--- config.mk ---
export PLATFORM = sky130hd
export DESIGN_NAME = spi_ram
export DESIGN_NICKNAME = d
export VERILOG_FILES = /design/src/rtl/spi_ram.sv
export SDC_FILE = /design/constraint.sdc
export NUM_CORES = 2
export LEC_CHECK = 0
export ABC_AREA = 1
export CAP_MARGIN = 10
export CORE_MARGIN = 2
export CORE_UTILIZATION = 25
export CTS_CLUSTER_DIAMETER = 60
export DETAILED_ROUTE_END_ITERATION = 7
export GPL_TIMING_DRIVEN = 0
export PLACE_DENSITY = 0.49
export REMOVE_ABC_BUFFERS = 1
export SLEW_MARGIN = 20
export SYNTH_ARGS = -nofsm -noshare
export SYNTH_HDL_FRONTEND = slang
export SYNTH_SLANG_ARGS = --single-unit
--- constraint.sdc ---
create_clock -name clk -period 2 [get_ports clk]
set_input_delay 0.2 -clock clk [delete_from_list [all_inputs] [get_ports clk]]
set_output_delay 0.2 -clock clk [all_outputs]
set_load 0.02 [all_outputs]
--- src/rtl/spi_ram.sv ---
// Byte RAM behind the SPI slave: decodes one {cmd, payload} word per rx_valid rising edge.
// Optional macro SPI_RAM_AUTOINC_EN: post-increment wr_addr/rd_addr after each data access.
module spi_ram #(
    parameter int MEM_DEPTH = 256,
    parameter int ADDR_SIZE = 8
) (
    input  logic       clk,
    input  logic       rst_n,
    input  logic [9:0] din,
    input  logic       rx_valid,
    output logic [7:0] dout,
    output logic       tx_valid
);

    localparam int MEM_AW = (MEM_DEPTH > 1) ? $clog2(MEM_DEPTH) : 1;
    localparam logic [ADDR_SIZE:0]   DEPTH = (ADDR_SIZE + 1)'(MEM_DEPTH);
    localparam logic [ADDR_SIZE-1:0] LAST  = ADDR_SIZE'(MEM_DEPTH - 1);

    typedef enum logic [1:0] {
        CMD_WR_ADDR = 2'b00,
        CMD_WR_DATA = 2'b01,
        CMD_RD_ADDR = 2'b10,
        CMD_RD_DATA = 2'b11
    } cmd_t;

    logic [7:0]           mem [MEM_DEPTH];
    logic [ADDR_SIZE-1:0] wr_addr;
    logic [ADDR_SIZE-1:0] rd_addr;
    logic                 rx_valid_d;
    logic                 cmd_stb;
    cmd_t                 cmd;
    logic [ADDR_SIZE-1:0] payload;

    function automatic logic in_range(input logic [ADDR_SIZE-1:0] a);
        return ({1'b0, a} < DEPTH);
    endfunction

    // Wraps at the last legal word; out-of-range addresses simply roll over the address width.
    function automatic logic [ADDR_SIZE-1:0] next_addr(input logic [ADDR_SIZE-1:0] a);
        return (a == LAST) ? '0 : a + 1'b1;
    endfunction

    assign cmd_stb = rx_valid & ~rx_valid_d;
    assign cmd     = cmd_t'(din[9:8]);
    assign payload = din[ADDR_SIZE-1:0];

    always_ff @(posedge clk or negedge rst_n) begin
        if (!rst_n) begin
            rx_valid_d <= 1'b0;
            wr_addr    <= '0;
            rd_addr    <= '0;
            dout       <= '0;
            tx_valid   <= 1'b0;
        end else begin
            rx_valid_d <= rx_valid;
            if (cmd_stb) begin
                tx_valid <= 1'b0;
                case (cmd)
                    CMD_WR_ADDR: wr_addr <= payload;
                    CMD_WR_DATA: begin
`ifdef SPI_RAM_AUTOINC_EN
                        wr_addr <= next_addr(wr_addr);
`else
                        wr_addr <= wr_addr;
`endif
                    end
                    CMD_RD_ADDR: rd_addr <= payload;
                    CMD_RD_DATA: begin
                        dout     <= in_range(rd_addr) ? mem[rd_addr[MEM_AW-1:0]] : 8'h00;
                        tx_valid <= 1'b1;
`ifdef SPI_RAM_AUTOINC_EN
                        rd_addr  <= next_addr(rd_addr);
`else
                        rd_addr  <= rd_addr;
`endif
                    end
                    default: tx_valid <= 1'b0;
                endcase
            end
        end
    end

    // Array is deliberately not reset; the rst_n term keeps a strobe seen during reset from writing.
    always_ff @(posedge clk) begin
        if (rst_n && cmd_stb && (cmd == CMD_WR_DATA) && in_range(wr_addr))
            mem[wr_addr[MEM_AW-1:0]] <= din[7:0];
    end

endmodule

# Yosys cells after proc, flatten, opt, wreduce, memory -nomap -nowiden
# Memories as Yosys holds them, arrays and structs flattened. A register that Yosys moved wholly into a read port is not among the register bits.
# Cells that the tools add are included.
# word_totals
mem_count,1
wordCells,20
regBits,18
mem_bits_rw,2048
output_inout_bits,9
inputBits,13
# mem_list
memory,depth,width,rd,rd_clocked_by_memory_dff,write_ports,line_no,text
mem,256,8,1,1,1,26,logic [7:0] mem [MEM_DEPTH];
# classes
n_bitwise,2
muxes,3
reduce_logical,7
n_eq_ne,3
# op_table
op,n
2-bit AND reduction,3
"2-bit == test, second input constant",2
1-bit 2-to-1 mux,3
"2-bit by 1-bit == test with 1-bit output, second input constant",1
1-bit logical AND,2
2-bit logical NOT,1
1-bit AND,1
1-bit logical NOT,1
1-bit NOT,1

# Depth between registers and ports, before layout
# logic_depth
word_depth,6
mapped_depth,15
ltp_nobuf,11

# Worst setup path after synthesis
# Ideal clock, no wire load.
# synth_timing
kind,reg2reg
from,register rx_valid_d
to,"memory mem[102][0], enable pin"
synth_period_minus_slack_ns,2.170
arrival_ns,1.799
setup_slack_ns,-0.170
path_stages_with_launch,7
setup_ns,0.370
cell_sequence,dfrtp_1 -> nor2_1 -> nand4_1 -> nor3_1 -> nand2_1 -> clkbuf_1 -> nor2_1
# synth_between
elab_chain_cells,6
# synth_rtl
element,line_no,text
"start, declared",29,logic rx_valid_d;
"start signal, assigned",55,rx_valid_d <= rx_valid;
1-bit NOT,43,assign cmd_stb = rx_valid & ~rx_valid_d;
1-bit AND,43,
1-bit logical AND (2 in series),85,if (rst_n && cmd_stb && (cmd == CMD_WR_DATA) && in_range(wr_addr))
1-bit 2-to-1 mux,85,
1-bit 2-to-1 mux (implied by the code),86,mem[wr_addr[MEM_AW-1:0]] <= din[7:0];
"end, declared",26,
# Every way passes these cells.

==> summary.log <==
qor: logic_synthesis.ys_seq_elements 2074
qor: timing.slew-limit-headroom 0.168
qor: final_layout.layout_cell_share_with_drive_strength_beyond_1 0.166
qor: worst_setup_path.worstPathArrival 3.68 ns
qor: power.p_leak 0.0358 µW
qor: die.design.portCount 22
qor: die.chipWidth 583 µm
qor: job.max_cap_viol_count 0
qor: min_path.worst_hold_path_type input pin to register
qor: die.die_area 340000 µm²
qor: die.initial_utilization 0.251
qor: global_routing.overflow 0
qor: die.die_h 583 µm
qor: power.ir_drop 0.861 mV
qor: global_routing.antenna_found_initial 7
qor: final_layout.fin_nets 7172
qor: drt.num_vias 56600
qor: global_routing.global_route.usage.total 0.158
qor: place.detailed_place.area 89700 µm²
qor: clocking.htree_num_levels 4
qor: timing.fin_crit 2.88 ns
qor: logic_synthesis.yosys-top-cells-area sky130_fd_sc_hd__edfxtp_1, sky130_fd_sc_hd__nand3_1, sky130_fd_sc_hd__nand2_1, sky130_fd_sc_hd__buf_2, sky130_fd_sc_hd__nor2_1
qor: place.dpl.cell_count 11000
qor: die.rows 212
qor: timing.grt_setup_unrepaired true
qor: final_layout.final_core_util 0.315
qor: worst_setup_path.critPathCaptureType register
qor: drt.postRouteWirelength 279000 µm
qor: power.power-per-cell-area 1080 nW/µm²
qor: timing.timing.final.ws_setup -0.880 ns
qor: clocking.clock_insertion_delay_worst_skew 0.86 ns
qor: drt.drt_drc_violations_left 0
qor: drt.postRouteAntennaNets 0
qor: place.dp_hpwl 133000 µm
qor: clocking.tritoncts.num_buffers 215
qor: logic_synthesis.syn-instance-count 7036
qor: place.io_buffers 21
qor: die.core 334000 µm²
qor: drt.wl_per_cell 23.7 µm
qor: global_routing.grt_pass1_wl 394000 µm
qor: final_layout.layoutNonFillerInstCount 11700
qor: power.design_power_total 113000 µW
qor: worst_setup_path.crit_required 2.80 ns
qor: clocking.tritoncts done
qor: logic_synthesis.yosys_warnings 0
qor: final_layout.final_design_area_no_fill 105000 µm²
qor: timing.hold_violations 0
qor: worst_setup_path.worst-path-max-fanout 23
qor: logic_synthesis.synthDominantAreaCellType sky130_fd_sc_hd__edfxtp_1
qor: drt.firstDrtPassIters 6
qor: worst_setup_path.crit-reg2reg-launch rd_addr[2]$_DFFE_PN0P_
qor: logic_synthesis.post_synth.cell_area_avg 11.9 µm²
qor: worst_setup_path.critical_path.startpoint_type register
qor: timing.timing.fmax 347 MHz
qor: worst_setup_path.worstSetupPathType register to register
qor: timing.setup_total_negative_slack -663.83 ns
qor: worst_setup_path.ff2ff_setup_slack -0.88 ns
qor: clocking.bufs_on_longest_clock_path 3
qor: worst_setup_path.regToRegEndpoint dout[0]$_DFFE_PN0P_
qor: final_layout.syn2layout_area_growth 25.4%
qor: logic_synthesis.synth_sequential_area_ratio 0.741
qor: clocking.ctsRootBufferMaster sky130_fd_sc_hd__clkbuf_16
qor: run_status.failed_checks setup timing
qor: timing.period_share 1.44
qor: logic_synthesis.synth_area 83800 µm²
qor: clocking.cts.sinks 2074
qor: clocking.cts.clk_slew.worst_paths 0.06 ns
qor: place.place.gp.congestion 0.788
qor: run_status.result_of_the_run finished, violations left
qor: drt.number_of_drc_markers_after_the_initial_detailed_route_iteration 6194
qor: drt.vias_per_cell 4.82
qor: logic_synthesis.synth.distinct_cells 16
qor: logic_synthesis.synth_largest_type_area_fraction 0.734
qor: timing.setup_viol 2024
qor: min_path.min_from din[1]
qor: timing.fin_skew 0.0359 ns
qor: global_routing.grt_max_degree 105
qor: worst_setup_path.reg2regPathDepth 13
qor: min_path.min_delay_worst_endpoint mem[4][1]$_DFFE_PP_
qor: timing.worst-slew-pin-transition 1.25 ns
qor: global_routing.first_global_vias 53800
qor: timing.timing.final.max_slew_violations 0
qor: min_path.worst_hold_path.num_cells 2
==> logic make-up after synthesis <==
family	share of synthesized area
AO/OA/AOI/OAI	0.00101
buffers and inverters	0.0287
flip-flops	0.741
AND/OR/NAND/NOR	0.229
==> critical path, stage by stage, from the launching register on <==
cell and delay (ns):
sky130_fd_sc_hd__dfrtp_4 0.55, sky130_fd_sc_hd__buf_16 0.20, sky130_fd_sc_hd__buf_16 0.19, sky130_fd_sc_hd__buf_16 0.19
sky130_fd_sc_hd__inv_8 0.18, sky130_fd_sc_hd__buf_16 0.26, sky130_fd_sc_hd__nand3_1 0.16, sky130_fd_sc_hd__nand3_1 0.20
sky130_fd_sc_hd__nand3_1 0.13, sky130_fd_sc_hd__nand3_1 0.19, sky130_fd_sc_hd__nand3_1 0.15, sky130_fd_sc_hd__nand3_2 0.14
sky130_fd_sc_hd__nand3_4 0.12, sky130_fd_sc_hd__nand2_2 0.11
==> power by group <==
part	leakage (µW)	switching [µW]	internal, µW	total [µW]
registers	0.0187	317	47900	48200
logic	0.0137	16500	8410	24900
clock network	0.00337	16900	23100	40000
total	0.0358	33700	79400	113000
==> cell usage in the layout (no fill, tap or decap), types with 12 or more instances in the layout <==
master and count:
sky130_fd_sc_hd__nand3_4 60, sky130_fd_sc_hd__nand2_2 13, sky130_fd_sc_hd__dfrtp_1 20, sky130_fd_sc_hd__buf_12 68, sky130_fd_sc_hd__inv_6 15, sky130_fd_sc_hd__nand2_1 2073, sky130_fd_sc_hd__nand3_1 1799, sky130_fd_sc_hd__buf_16 123
sky130_fd_sc_hd__buf_8 18, sky130_fd_sc_hd__nand3_2 182, sky130_fd_sc_hd__clkbuf_1 57, sky130_fd_sc_hd__clkdlybuf4s50_1 12, sky130_fd_sc_hd__nor2_1 19, sky130_fd_sc_hd__nor2_2 141, sky130_fd_sc_hd__nand2_8 16, sky130_fd_sc_hd__buf_6 25
sky130_fd_sc_hd__clkbuf_16 229, sky130_fd_sc_hd__inv_1 22, sky130_fd_sc_hd__clkinv_1 44, sky130_fd_sc_hd__buf_4 66, sky130_fd_sc_hd__o21ai_0 17, sky130_fd_sc_hd__dlygate4sd3_1 12, sky130_fd_sc_hd__bufbuf_16 42, sky130_fd_sc_hd__clkinv_2 36
sky130_fd_sc_hd__nand2_4 17, sky130_fd_sc_hd__bufinv_16 25, sky130_fd_sc_hd__nor2_4 108, sky130_fd_sc_hd__edfxtp_1 2048
==> stage by stage <==
stage / worst slack (ns) / hold slack (ns)
global placement: -108.50 / 0.472
floorplan: -40.66 / -0.0956
CTS: -0.830 / 0.164
finish: -0.880 / 0.200
global route: -0.919 / 0.200
detailed placement: -3.44 / 0.267
==> metal layers <==
layer  up-vias  global-route usage  share of wire
li1      25400                   -              -
met1     28500               0.214           0.42
met3       454              0.0226          0.069
met2      2159               0.256           0.47
met5         -                   0       0.000057
met4         2              0.0618          0.037
==> final cells by class <==
class / count / area, µm²
Fill cell: 33000 / 229000
Sequential cell: 2074 / 62200
Multi-Input combinational cell: 4450 / 22600
Timing Repair Buffer: 379 / 7710
Clock buffer: 274 / 5640
Tap cell: 4387 / 5490
Clock inverter: 125 / 1290
Inverter: 30 / 198
Timing Repair inverter: 9 / 81.3
Antenna cell: 3 / 7.51
==> worst max path at each step <==
| stage | startpoint | endpoint | slack (ns) |
|---|---|---|---|
| 4_1_cts | rd_addr[0]$_DFFE_PN0P_ | dout[5]$_DFFE_PN0P_ | -0.83 |
| 5_1_grt | rd_addr[3]$_DFFE_PN0P_ | dout[0]$_DFFE_PN0P_ | -0.92 |
| 3_5_place_dp | rd_addr[0]$_DFFE_PN0P_ | dout[5]$_DFFE_PN0P_ | -3.44 |
| 6_report | rd_addr[2]$_DFFE_PN0P_ | dout[0]$_DFFE_PN0P_ | -0.88 |
| 3_3_place_gp | rd_addr[0]$_DFFE_PN0P_ | dout[5]$_DFFE_PN0P_ | -108.50 |
| 2_1_floorplan | rd_addr[0]$_DFFE_PN0P_ | dout[1]$_DFFE_PN0P_ | -40.66 |
==> registers in the layout, summed over array words and instances, names as in the netlist <==
register	flops
wr_addr	8
rd_addr	8
tx_valid	1
mem	2048
dout	8
rx_valid_d	1
==> repair_timing <==
item                       4_1_cts  5_1_grt
pin swaps                      118       53
hold buffers                    14        0
hold endpoints to repair       628        0
resized for setup              689      158
setup endpoints to repair     2065     2065
gates cloned                   101       12
buffers inserted               136       22
==> cells in the mapped netlist, drive strengths merged <==
master and count:
inv 30, clkbuf 123, nor2 268, nand4 1, dfrtp 26, buf 360, nor3 4, o21ai 17
nand2 2118, edfxtp 2048, nand3 2041
(Power assumes the default switching activity.)
